===== config.mk =====
export PLATFORM = sky130hd
export DESIGN_NAME = muldiv_sequencer_flat
export DESIGN_NICKNAME = d
export VERILOG_FILES = /design/src/rtl/muldiv_sequencer_if.sv /design/src/rtl/muldiv_sequencer.sv /design/src/flat_wrapper.sv
export SDC_FILE = /design/constraint.sdc
export NUM_CORES = 1
export LEC_CHECK = 0
export BUFFER_PORTS_ARGS = -buffer_cell sky130_fd_sc_hd__buf_2
export CAP_MARGIN = 40
export CORE_AREA = 2 2 39 41
export DETAILED_ROUTE_END_ITERATION = 7
export DIE_AREA = 0 0 41 43
export MAX_ROUTING_LAYER = met4
export PLACE_DENSITY = 0.64
export SYNTH_ARGS = -nofsm -noshare
export SYNTH_HDL_FRONTEND = slang
export SYNTH_SLANG_ARGS = --single-unit

===== constraint.sdc =====
create_clock -name clock -period 4.25 [get_ports clock]
set_clock_uncertainty 0.15 [all_clocks]
set_input_delay 0.2125 -clock clock [delete_from_list [all_inputs] [get_ports clock]]
set_output_delay 0.2125 -clock clock [all_outputs]
set_load 0.01 [all_outputs]

===== src/rtl/muldiv_sequencer_if.sv =====
// muldiv_sequencer_if: request/handshake bundle between the control FSM,
// the multiplier/divisor units and the mult/div sequencer.
// slave  = sequencer view, master = control/unit (environment) view.
interface muldiv_sequencer_if;
   logic       op_valid;
   logic       op_is_div;
   logic       busy;
   logic       done;
   logic       mult_start;
   logic       mult_fim;
   logic       div_start;
   logic       div_fim;
   logic       div_by_zero;
   logic       hi_sel;
   logic       lo_sel;
   logic       hi_write;
   logic       lo_write;
   logic       exc_div0;
   logic       exc_timeout;
   logic [2:0] state;

   modport slave (
      input  op_valid, op_is_div, mult_fim, div_fim, div_by_zero,
      output busy, done, mult_start, div_start, hi_sel, lo_sel,
             hi_write, lo_write, exc_div0, exc_timeout, state
   );

   modport master (
      output op_valid, op_is_div, mult_fim, div_fim, div_by_zero,
      input  busy, done, mult_start, div_start, hi_sel, lo_sel,
             hi_write, lo_write, exc_div0, exc_timeout, state
   );
endinterface


===== src/rtl/muldiv_sequencer.sv =====
// muldiv_sequencer: runs one multiply or divide at a time on the shared
// units -- start pulse, wait for completion, then write HI/LO or raise a
// divide-by-zero / timeout exception.
// Build option: MULDIV_TIMEOUT_EN adds the WAIT cycle counter and the
// timeout exception; without it WAIT holds until fim or div0.
module muldiv_sequencer #(
   parameter int TIMEOUT_CYCLES = 64
) (
   input  logic               clock,
   input  logic               reset,
   muldiv_sequencer_if.slave  bus
);

   typedef enum logic [2:0] {
      S_IDLE  = 3'd0,
      S_START = 3'd1,
      S_WAIT  = 3'd2,
      S_WRITE = 3'd3,
      S_EXC   = 3'd4
   } state_e;

   typedef enum logic [1:0] {
      C_NONE = 2'd0,
      C_DIV0 = 2'd1,
      C_TMO  = 2'd2
   } cause_e;

   state_e state_q, state_d;
   cause_e cause_q, cause_d;
   logic   op_q, op_d;
   logic   sel_fim;
   logic   tmo_hit;

   logic   busy_q, done_q, mstart_q, dstart_q, sel_q, wr_q, exc0_q;

   // only the selected unit's completion flag is observed
   assign sel_fim = op_q ? bus.div_fim : bus.mult_fim;

`ifdef MULDIV_TIMEOUT_EN
   localparam int             CW      = $clog2(TIMEOUT_CYCLES);
   localparam logic [CW-1:0]  CNT_MAX = CW'(TIMEOUT_CYCLES - 1);

   logic [CW-1:0] cnt_q, cnt_d;
   logic          exct_q;

   assign tmo_hit = (cnt_q == CNT_MAX);

   // wait counter: cleared in START, counts WAIT cycles, saturates at compare value
   always_comb begin
      cnt_d = cnt_q;
      if (state_q == S_START)
         cnt_d = '0;
      else if (state_q == S_WAIT && !tmo_hit)
         cnt_d = cnt_q + 1'b1;
   end

   // wait counter register and registered timeout pulse
   always_ff @(posedge clock or negedge reset) begin
      if (!reset) begin
         cnt_q  <= '0;
         exct_q <= 1'b0;
      end else begin
         cnt_q  <= cnt_d;
         exct_q <= (state_d == S_EXC) && (cause_d == C_TMO);
      end
   end

   assign bus.exc_timeout = exct_q;
`else
   assign tmo_hit         = 1'b0;
   assign bus.exc_timeout = 1'b0;
`endif

   // next-state: accept in IDLE, one START cycle, WAIT priority div0 > fim > timeout
   always_comb begin
      state_d = state_q;
      op_d    = op_q;
      cause_d = cause_q;
      case (state_q)
         S_IDLE: begin
            if (bus.op_valid) begin
               op_d    = bus.op_is_div;
               state_d = S_START;
            end
         end
         S_START: begin
            cause_d = C_NONE;
            state_d = S_WAIT;
         end
         S_WAIT: begin
            if (op_q && bus.div_by_zero) begin
               cause_d = C_DIV0;
               state_d = S_EXC;
            end else if (sel_fim) begin
               state_d = S_WRITE;
            end else if (tmo_hit) begin
               cause_d = C_TMO;
               state_d = S_EXC;
            end
         end
         S_WRITE: state_d = S_IDLE;
         S_EXC:   state_d = S_IDLE;
         default: state_d = S_IDLE;
      endcase
   end

   // state, latched op, cause, and outputs registered from the next state
   // so every output is a clean flop that matches the state it labels
   always_ff @(posedge clock or negedge reset) begin
      if (!reset) begin
         state_q  <= S_IDLE;
         op_q     <= 1'b0;
         cause_q  <= C_NONE;
         busy_q   <= 1'b0;
         done_q   <= 1'b0;
         mstart_q <= 1'b0;
         dstart_q <= 1'b0;
         sel_q    <= 1'b0;
         wr_q     <= 1'b0;
         exc0_q   <= 1'b0;
      end else begin
         state_q  <= state_d;
         op_q     <= op_d;
         cause_q  <= cause_d;
         busy_q   <= (state_d != S_IDLE);
         done_q   <= (state_d == S_WRITE) || (state_d == S_EXC);
         mstart_q <= (state_d == S_START) && !op_d;
         dstart_q <= (state_d == S_START) && op_d;
         sel_q    <= op_d;
         wr_q     <= (state_d == S_WRITE);
         exc0_q   <= (state_d == S_EXC) && (cause_d == C_DIV0);
      end
   end

   assign bus.busy       = busy_q;
   assign bus.done       = done_q;
   assign bus.mult_start = mstart_q;
   assign bus.div_start  = dstart_q;
   assign bus.hi_sel     = sel_q;
   assign bus.lo_sel     = sel_q;
   assign bus.hi_write   = wr_q;
   assign bus.lo_write   = wr_q;
   assign bus.exc_div0   = exc0_q;
   assign bus.state      = state_q;

endmodule


===== src/flat_wrapper.sv =====
// flat-port wrapper written by rule: the top's interface ports become plain ports
module muldiv_sequencer_flat 
#(
   parameter int TIMEOUT_CYCLES = 64
)
  (clock, reset, bus_op_valid, bus_op_is_div, bus_mult_fim, bus_div_fim, bus_div_by_zero, bus_busy, bus_done, bus_mult_start, bus_div_start, bus_hi_sel, bus_lo_sel, bus_hi_write, bus_lo_write, bus_exc_div0, bus_exc_timeout, bus_state);
  muldiv_sequencer_if bus_i ();
  input  logic clock;
  input  logic reset;
  input wire logic [$bits(bus_i.op_valid)-1:0] bus_op_valid;
  input wire logic [$bits(bus_i.op_is_div)-1:0] bus_op_is_div;
  input wire logic [$bits(bus_i.mult_fim)-1:0] bus_mult_fim;
  input wire logic [$bits(bus_i.div_fim)-1:0] bus_div_fim;
  input wire logic [$bits(bus_i.div_by_zero)-1:0] bus_div_by_zero;
  output wire logic [$bits(bus_i.busy)-1:0] bus_busy;
  output wire logic [$bits(bus_i.done)-1:0] bus_done;
  output wire logic [$bits(bus_i.mult_start)-1:0] bus_mult_start;
  output wire logic [$bits(bus_i.div_start)-1:0] bus_div_start;
  output wire logic [$bits(bus_i.hi_sel)-1:0] bus_hi_sel;
  output wire logic [$bits(bus_i.lo_sel)-1:0] bus_lo_sel;
  output wire logic [$bits(bus_i.hi_write)-1:0] bus_hi_write;
  output wire logic [$bits(bus_i.lo_write)-1:0] bus_lo_write;
  output wire logic [$bits(bus_i.exc_div0)-1:0] bus_exc_div0;
  output wire logic [$bits(bus_i.exc_timeout)-1:0] bus_exc_timeout;
  output wire logic [$bits(bus_i.state)-1:0] bus_state;
  assign bus_i.op_valid = bus_op_valid;
  assign bus_i.op_is_div = bus_op_is_div;
  assign bus_i.mult_fim = bus_mult_fim;
  assign bus_i.div_fim = bus_div_fim;
  assign bus_i.div_by_zero = bus_div_by_zero;
  assign bus_busy = bus_i.busy;
  assign bus_done = bus_i.done;
  assign bus_mult_start = bus_i.mult_start;
  assign bus_div_start = bus_i.div_start;
  assign bus_hi_sel = bus_i.hi_sel;
  assign bus_lo_sel = bus_i.lo_sel;
  assign bus_hi_write = bus_i.hi_write;
  assign bus_lo_write = bus_i.lo_write;
  assign bus_exc_div0 = bus_i.exc_div0;
  assign bus_exc_timeout = bus_i.exc_timeout;
  assign bus_state = bus_i.state;
  muldiv_sequencer #(.TIMEOUT_CYCLES(TIMEOUT_CYCLES)) u_core (.clock(clock), .reset(reset), .bus(bus_i));
endmodule

==> results.json <==
{
  "maxCapViolCount": 0,
  "crit_buf_inv": 0,
  "clockPowerShare_pct": 18.7,
  "finalInstanceArea_um2": 536,
  "root_buffer": "clkbuf_4",
  "start_util_pct": 29.3,
  "finalHoldViolCount": 0,
  "startpoint": "u_core.bus.state[0]$_DFF_PN0_",
  "crit_path_start_kind": "register",
  "min_period_ns": 1.46,
  "seqPwrFrac_pct": 45.4,
  "grtUsageMet1_pct": 10.4,
  "cts_tree": "built",
  "power_density_nw_per_um2": 613,
  "synth-seq-cells": 10,
  "finalWorstSetupSlack_ns": 2.79,
  "pwr-share-comb_pct": 35.9,
  "post_drt_via_cell_ratio": 4.46,
  "path_clk_slew_ns": 0.06,
  "synth_area_um2": 405,
  "synth_cell_type_count": 18,
  "die-area_um2": 1760,
  "rows": 14,
  "wl_um": 684,
  "dp_hpwl_um": 530,
  "drv_slew": 0,
  "crit_type": "reg -> reg",
  "die_y_um": 43,
  "switching_share_pct": 34.6,
  "io_pins": 20,
  "critPathMaxFanout": 7,
  "tns_ns": 0,
  "p_leak_nw": 0.306,
  "finalSetupViolations": 0,
  "ctsHtreeMaxLevel": 1,
  "initialDrtViolationCount": 5,
  "wire_per_inst_um": 9.50,
  "cp.required_ns": 4.24,
  "dp_cells": 67,
  "post-cts-setup-buffer-count": 0,
  "portBuffers": 18,
  "met3_usage_pct": 1.57,
  "dr.pass1.iters": 4,
  "drcViolationCount": 0,
  "fp.dieW_um": 41,
  "worstPathCellList": "or4b_4, a21o_1",
  "min_path_type": "in -> reg",
  "clk_path_buf_depth": 2,
  "antenna-diode-count": 0,
  "post-place-ws_ns": 2.80,
  "gp_congestion": 0.702,
  "grt_max_degree": 11,
  "total_power_w": 0.000328,
  "worstHoldStart": "bus_div_by_zero",
  "grt_pass1_wl_um": 1090,
  "endpoint_kind": "register",
  "vias": 321,
  "cts_sinks": 10,
  "min_period_over_period_pct": 34.3,
  "syn_inst": 36,
  "grt_setup_unrepaired": "no",
  "avgSynthCellArea_um2": 11.3,
  "num-fill-cells": 142,
  "nets": 65,
  "cp.arrival_ns": 1.45,
  "antenna_left": 0,
  "gr-total-overflow": 0,
  "cpPeakStageDelay_ns": 0.58,
  "grt_usage_pct": 9.90,
  "synth.yosys.seq_area_share_pct": 61.7,
  "cp_slowest_cell": "or4b_4",
  "crit_family": "simple AND/OR/NAND/NOR gates",
  "area_delta_synth_final_pct": 32.1,
  "status": "finished clean",
  "final_layout_size_suffix_gt1_share_pct": 41.1,
  "reg2reg_from": "u_core.bus.state[0]$_DFF_PN0_",
  "grt_pass1_vias": 293,
  "insertion_delay_ns": 0.25,
  "grt.busiest_layer": "met2",
  "tritoncts.num_buffers": 3,
  "ys_warn_count": 0,
  "ir_drop_uv": 181,
  "internal_power_w": 0.000215,
  "synth_nets": 43,
  "stdcell_count": 72,
  "max_freq_mhz": 685,
  "coreArea_um2": 1380,
  "gr-usage-met2_pct": 14.4,
  "reg2reg_slack_ns": 2.79,
  "antenna_found_initial": 0,
  "postPlaceCellArea_um2": 493,
  "p_sw_w": 0.000114
}
==> area by class of cell <==
class | instances | area, um^2 | area share [%]
multi-input combinational | 21 | 125 | 23.4
inverter | 2 | 7.51 | 1.40
timing repair buffer | 20 | 110 | 20.6
sequential | 10 | 250 | 46.7
clock buffer | 3 | 22.5 | 4.21
tap | 16 | 20.0 | 3.74
==> stage by stage <==
step	util [%]	hold WS [ns]
final	38.7	0.0890
after CTS	38.7	0.0906
after global routing	38.7	0.118
after detailed placement	35.6	-0.0682
after global placement	35.6	-0.0688
after floorplan	-	-0.233
==> worst min-delay path, cell delays in order <==
cell and delay, ns:
buf_2 0.11, nand2_1 0.10, nor2_1 0.04
==> registers in the layout (all words and copies together), names as in the netlist <==
| name | count |
|---|---|
| u_core.bus.state | 3 |
| u_core.bus.done | 1 |
| u_core.bus.hi_write | 1 |
| u_core.bus.div_start | 1 |
| u_core.bus.busy | 1 |
| u_core.op_q | 1 |
| u_core.bus.mult_start | 1 |
| u_core.bus.exc_div0 | 1 |
==> cell usage in the layout (no fill, tap or decap), drive strengths merged, types with 2 or more instances in the layout <==
master,n
buf,18
dfrtp,10
nor2,5
clkbuf,3
nand2,2
a21oi,2
a21o,2
inv,2
dlygate4sd3,2
==> power by group through the flow <==
stage / registers, W / clock network, W / logic [W]
finish: 0.000149 / 0.0000612 / 0.000118
global route: 0.000155 / 0.0000664 / 0.000136
CTS: 0.000149 / 0.0000623 / 0.000121
detailed placement: 0.000151 / 0 / 0.000119
global placement: 0.000149 / 0 / 0.000118
floorplan: 0.000164 / 0 / 0.0000653
==> cell families after synthesis <==
group                  count (synthesis)  share of synthesized area [%]
and+or+nand+nor                       14                           20.7
DFF                                   10                           61.7
other                                  1                          0.925
AOI/OAI and AO/OA                      6                           9.26
buffers and inverters                  5                           7.41
==> Yosys cell counts <==
| cell | number | share of area, % |
|---|---|---|
| or4b_4 | 1 | 3.4 |
| a21oi_1 | 2 | 2.5 |
| or3b_1 | 1 | 2.2 |
| nand2_1 | 2 | 1.9 |
| nor2_2 | 1 | 1.5 |
| dfrtp_1 | 10 | 62 |
| nand3b_1 | 1 | 1.9 |
| buf_4 | 3 | 5.6 |
| nand2b_1 | 1 | 1.5 |
| nor2_1 | 4 | 3.7 |
| and2b_1 | 1 | 1.9 |
| nor3_1 | 1 | 1.2 |
| a21o_1 | 2 | 3.7 |
| nor2b_1 | 1 | 1.5 |
| inv_1 | 2 | 1.9 |
| conb_1 | 1 | 0.93 |
| a211oi_1 | 1 | 1.9 |
| o21ai_0 | 1 | 1.2 |
==> final timing paths <==
path                                                  endpoint  depth (start not counted)
worst max-delay path                     u_core.op_q$_DFF_PN0_                          2
worst min-delay path             u_core.bus.exc_div0$_DFF_PN0_                          3
worst max register to register           u_core.op_q$_DFF_PN0_                          2
worst min register to register   u_core.bus.state[1]$_DFF_PN0_                          1
max in group asynchronous       u_core.bus.div_start$_DFF_PN0_                          2
min in group asynchronous            u_core.bus.busy$_DFF_PN0_                          2
==> layer usage <==
metal / vias to the layer above / wire (um)
li1: 154 / -
met3: 2 / 62
met2: 17 / 305
met4: 0 / 19
met1: 148 / 297
met5: - / 0
==> what timing repair did <==
action	4_1_cts	5_1_grt
endpoints found under the hold margin	11	0
gates resized for setup	0	0
hold buffers	2	0
Power figures use the tool's default switching activity.
